## config.mk

```make
export PLATFORM = sky130hd
export DESIGN_NAME = gcd_lcm_sequencer
export DESIGN_NICKNAME = d
export VERILOG_FILES = /design/src/rtl/gcd_lcm_sequencer.sv
export SDC_FILE = /design/constraint.sdc
export NUM_CORES = 1
export LEC_CHECK = 0
export CAP_MARGIN = 25
export CORE_MARGIN = 4
export CORE_UTILIZATION = 35
export DETAILED_ROUTE_END_ITERATION = 8
export DONT_BUFFER_PORTS = 1
export HOLD_SLACK_MARGIN = 0.15
export PLACE_DENSITY = 0.53
export SYNTH_ARGS = -nofsm -noshare
export SYNTH_HDL_FRONTEND = slang
export SYNTH_SLANG_ARGS = --single-unit
```

## constraint.sdc

```tcl
create_clock -name clk -period 4 [get_ports clk]
set_clock_uncertainty 0.1 [all_clocks]
set_input_delay 0.8 -clock clk [delete_from_list [all_inputs] [get_ports clk]]
set_output_delay 0.8 -clock clk [all_outputs]
set_load 0.01 [all_outputs]
```

## src/rtl/gcd_lcm_sequencer.sv

```systemverilog
// Multi-cycle GCD/LCM unit sitting beside the ALU in execute.
// GCD by subtractive Euclid; LCM = (a0/g)*b0 via a restoring divider
// followed by a shift-add multiplier. Holds the pipeline with stall_o.
module gcd_lcm_sequencer #(
    parameter int WIDTH = 32
) (
    input  logic             clk,
    input  logic             reset_n,
    input  logic             start_i,
    input  logic             op_i,
    input  logic [WIDTH-1:0] a_i,
    input  logic [WIDTH-1:0] b_i,
    output logic             busy_o,
    output logic             stall_o,
    output logic             done_o,
    output logic [WIDTH-1:0] result_o,
    output logic             ovf_o
);

    localparam int CNT_W = (WIDTH > 1) ? $clog2(WIDTH) : 1;

    typedef enum logic [2:0] {
        S_IDLE,
        S_GCD,
        S_DIV,
        S_MUL,
        S_DONE
    } state_t;

    state_t state, state_nxt;

    logic [WIDTH-1:0]   x, y, a0, b0, g;
    logic               op_q;
    logic [WIDTH-1:0]   rem, quot;
    logic [2*WIDTH-1:0] prod;
    logic [CNT_W-1:0]   cnt;

    logic               gcd_hit;
    logic [WIDTH-1:0]   g_val;
    logic               cnt_last;
    logic [WIDTH:0]     rem_sh;
    logic               q_bit;
    logic [WIDTH-1:0]   rem_nxt, quot_nxt;
    logic [WIDTH:0]     msum;
    logic [2*WIDTH-1:0] prod_nxt;

    assign stall_o  = ((state == S_IDLE) & start_i) | (busy_o & ~done_o);
    assign cnt_last = (cnt == CNT_W'(WIDTH - 1));

    // Euclid termination test, in priority order; g_val is the gcd when hit.
    always_comb begin
        gcd_hit = 1'b0;
        g_val   = '0;
        if (x == '0) begin
            gcd_hit = 1'b1;
            g_val   = y;
        end else if (y == '0) begin
            gcd_hit = 1'b1;
            g_val   = x;
        end else if (x == y) begin
            gcd_hit = 1'b1;
            g_val   = x;
        end
    end

    // One restoring-divider step and one shift-add multiplier step.
    always_comb begin
        rem_sh   = {rem, quot[WIDTH-1]};
        q_bit    = (rem_sh >= {1'b0, g});
        rem_nxt  = q_bit ? WIDTH'(rem_sh - {1'b0, g}) : rem_sh[WIDTH-1:0];
        quot_nxt = {quot[WIDTH-2:0], q_bit};
        msum     = {1'b0, prod[2*WIDTH-1:WIDTH]} + (prod[0] ? {1'b0, b0} : '0);
        prod_nxt = {msum, prod[WIDTH-1:1]};
    end

    // Next-state logic for the sequencer.
    always_comb begin
        state_nxt = state;
        case (state)
            S_IDLE: if (start_i) state_nxt = S_GCD;
            S_GCD: begin
                if (gcd_hit) begin
                    if (!op_q || g_val == '0 || a0 == '0 || b0 == '0)
                        state_nxt = S_DONE;
                    else
                        state_nxt = S_DIV;
                end
            end
            S_DIV:  if (cnt_last) state_nxt = S_MUL;
            S_MUL:  if (cnt_last) state_nxt = S_DONE;
            S_DONE: state_nxt = S_IDLE;
            default: state_nxt = S_IDLE;
        endcase
    end

    // State register plus registered busy/done flags derived from next state.
    always_ff @(posedge clk or negedge reset_n) begin
        if (!reset_n) begin
            state  <= S_IDLE;
            busy_o <= 1'b0;
            done_o <= 1'b0;
        end else begin
            state  <= state_nxt;
            busy_o <= (state_nxt != S_IDLE);
            done_o <= (state_nxt == S_DONE);
        end
    end

    // Operand capture, Euclid/divide/multiply datapath and result registers.
    always_ff @(posedge clk or negedge reset_n) begin
        if (!reset_n) begin
            x        <= '0;
            y        <= '0;
            a0       <= '0;
            b0       <= '0;
            g        <= '0;
            op_q     <= 1'b0;
            rem      <= '0;
            quot     <= '0;
            prod     <= '0;
            cnt      <= '0;
            result_o <= '0;
            ovf_o    <= 1'b0;
        end else begin
            case (state)
                S_IDLE: begin
                    if (start_i) begin
                        x     <= a_i;
                        y     <= b_i;
                        a0    <= a_i;
                        b0    <= b_i;
                        op_q  <= op_i;
                        ovf_o <= 1'b0;
                        cnt   <= '0;
                    end
                end
                S_GCD: begin
                    if (gcd_hit) begin
                        g    <= g_val;
                        rem  <= '0;
                        quot <= a0;
                        cnt  <= '0;
                        if (state_nxt == S_DONE)
                            result_o <= op_q ? '0 : g_val;
                    end else if (x > y) begin
                        x <= x - y;
                    end else begin
                        y <= y - x;
                    end
                end
                S_DIV: begin
                    rem  <= rem_nxt;
                    quot <= quot_nxt;
                    cnt  <= cnt_last ? '0 : cnt + 1'b1;
                    if (cnt_last)
                        prod <= {{WIDTH{1'b0}}, quot_nxt};
                end
                S_MUL: begin
                    prod <= prod_nxt;
                    cnt  <= cnt_last ? '0 : cnt + 1'b1;
                    if (cnt_last) begin
                        result_o <= prod_nxt[WIDTH-1:0];
                        ovf_o    <= |prod_nxt[2*WIDTH-1:WIDTH];
                    end
                end
                default: ;
            endcase
        end
    end

endmodule

```

==> impl_metrics.env <==
export IMPL_place_area_um2=23300
export IMPL_seq_area_um2=8308
export IMPL_fp_dieW_um=258.3
export IMPL_die_area_um2=66710
export IMPL_post_drt_wl_per_cell_um=21.57
export IMPL_setup_ws_ns=0.1659
export IMPL_dp_hpwl_um=55940
export IMPL_crit_path_start_kind="flop"
export IMPL_num_rows=91
export IMPL_synth_ff_type="dfrtp_1"
export IMPL_io_pins=104
export IMPL_ys_ff_latch=332
export IMPL_cts_tree="yes"
export IMPL_grt_ovfl_total=0
export IMPL_initial_core_util=0.3546
export IMPL_synth_top_area_share=0.3789
export IMPL_status="complete, but fails checks"
export IMPL_ys_types=80
export IMPL_ys_seq_area_frac=0.3789
export IMPL_ff2ff_setup_slack_ns=0.17
export IMPL_max_clock_freq_mhz=260.8
export IMPL_avgSynthCellArea_um2=8.525
export IMPL_h_tree_depth=2
export IMPL_nNetsFinal=2769
export IMPL_drv_slew=0
export IMPL_synth_edff_count=0
export IMPL_fill_cells=6308
export IMPL_antenna_left=0
export IMPL_min_period_ns=3.834
export IMPL_cts_root_buffer="clkbuf_16"
export IMPL_endpoint_kind="flop"
export IMPL_grt_max_degree=333
export IMPL_design_area_um2=24800
export IMPL_post_cts_buffers=0
export IMPL_rsz0062_at_grt="yes"
export IMPL_via_per_inst=5.595
export IMPL_max_slew_worst_pin_slew_ns=0.8316
export IMPL_powerDensity_nw_per_um2=692.5
export IMPL_synth_area_leader_cell="dfrtp_1"
export IMPL_yosysMostFrequentCell="nand2_1"
export IMPL_grt_total_usage=0.2181
export IMPL_path_clk_slew_ns=0.06
export IMPL_synthTopCellsByCount="nand2_1, dfrtp_1, o21ai_0"
export IMPL_cts_buffers=42
export IMPL_arrival_ns=4.16
export IMPL_p_leak_nw=11.41
export IMPL_port_buffer_count=0
export IMPL_core_um2=61830
export IMPL_initialDrtViolationCount=1323
export IMPL_postSynthCellCount=2572
export IMPL_gp_congestion=0.9456
export IMPL_cts_buffer_depth=3
export IMPL_drt_total_wl_um=74280
export IMPL_async_flop_share=1.000
export IMPL_hold_slack_ns=-0.1231
export IMPL_syn_to_final_growth_pct=13.09
export IMPL_synth_warnings=0
export IMPL_setup_violations=0
export IMPL_dr_pass1_iters=5
export IMPL_period_share=0.9585
export IMPL_clk_latency_ns=0.57
export IMPL_vdd_ir_drop_max_uv=418.9
export IMPL_grt_pass1_vias=19100
export IMPL_grt_pass1_wl_um=115400
export IMPL_dp_slack_ns=0.06519
export IMPL_cp_max_fo=17
export IMPL_clock_sinks=332
export IMPL_drcViolationCount=0
export IMPL_hold_violations=237
export IMPL_worstPathRequired_ns=4.33
export IMPL_ys_top_cells_by_area="dfrtp_1, nand2_1, ha_1"
export IMPL_vias=19270
export IMPL_max_slew_margin=0.4435
export IMPL_hold_class="primary input to asynchronous set/reset pin"
export IMPL_cap_violations=0
export IMPL_critical_path_class="flop to flop"
export IMPL_syn_num_nets=2773
export IMPL_violations="hold timing"
export IMPL_synth_area_um2=21930
export IMPL_layout_drive_gt1_share=0.09154
export IMPL_multi_input_area_um2=12580
export IMPL_die_h_um=258.3
export IMPL_antenna_found_initial=5
## final timing paths
check | start | to | cells after the start
hold reg to reg | g[27] | g[27] | 2
setup / recovery | prod[0] | ovf_o | 13
hold / removal | reset_n | result_o[7] | 0
max in group asynchronous | reset_n | x[20] | 0
min in group clk | b_i[15] | b0[15] | 2
setup reg to reg | prod[0] | ovf_o | 13
## what timing repair did
action / 4_1_cts / 5_1_grt
endpoints found under the setup margin: 1 / 28
resized for setup: 1 / 8
pin swaps: 0 / 1
endpoints found under the hold margin: 332 / 332
## flip-flops by register name, indices dropped and copies added (netlist names), 5 cells and up
| name | flops |
|---|---|
| result_o | 32 |
| prod | 64 |
| a0 | 32 |
| g | 32 |
| rem | 32 |
| y | 32 |
| b0 | 32 |
| quot | 32 |
| cnt | 5 |
| x | 32 |
## routing by layer
layer | routed length, um | vias up | global-route usage
met5 | 18 | - | 0
met1 | 33530 | 9502 | 0.2981
met3 | 4352 | 108 | 0.03928
li1 | - | 9197 | -
met2 | 34240 | 460 | 0.3543
met4 | 2140 | 2 | 0.06672
## power breakdown
part	switching, mW	leakage, nW	internal (mW)
Sequential	0.632	4.41	3.93
Clock	1.57	0.691	2.39
Combinational	5.06	6.31	3.59
## kinds of logic (layout without fill, tap and decap cells)
group,count (synthesis),count (layout),share of synthesized area
simple gates,863,863,0.1825
flops,332,332,0.3789
other cells,0,7,0
mux,75,75,0.03441
buf+inv,291,319,0.05239
fa+ha+maj,133,133,0.07727
xor+xnor,91,91,0.03635
compound gates,787,787,0.2382
## stage by stage
stage	instances	util	setup TNS [ns]	hold WS [ns]	total power [mW]
global placement	3360	0.3769	0	0.3660	13.09
finish	3444	0.4011	0	-0.1231	17.17
detailed placement	3360	0.3769	0	0.3714	13.15
floorplan	2572	-	0	0.3498	10.37
global route	3439	0.4009	-0.02646	-0.1592	18.39
CTS	3436	0.3999	0	-0.1690	17.21
## cells in the final DEF, fill, tap and decap left out, types with 27 or more instances in the layout
cell,count
a21o_1,84
a21oi_1,131
a22oi_1,37
a31oi_1,27
and2_1,39
buf_4,101
clkbuf_16,43
dfrtp_1,332
ha_1,129
inv_1,134
mux2i_1,72
nand2_1,430
nand3_1,92
nor2_1,94
nor3_1,36
nor4_1,41
o211ai_1,83
o21a_1,42
o21ai_0,219
xnor2_1,55
xor2_1,36
## layout make-up
cell class | instances | area share
Timing Repair Buffer | 109 | 0.03734
Clock buffer | 60 | 0.04758
Inverter | 134 | 0.02028
Sequential cell | 332 | 0.3350
Multi-Input combinational cell | 1949 | 0.5074
Antenna cell | 7 | 0.0007064
Clock inverter | 16 | 0.009436
Tap cell | 837 | 0.04223
## worst max-delay path, stage by stage, from the launching register on
cell and delay (ns):
dfrtp_1 0.38, buf_4 0.20, and2_1 0.19, fa_1 0.47, a211oi_2 0.25, o21ai_1 0.19, a32oi_2 0.30, o21ai_2 0.12
a211o_1 0.34, o311a_1 0.33, o41ai_2 0.31, nand3_1 0.14, nor4b_1 0.28, a21oi_1 0.11
Power figures use the tool's default switching activity.
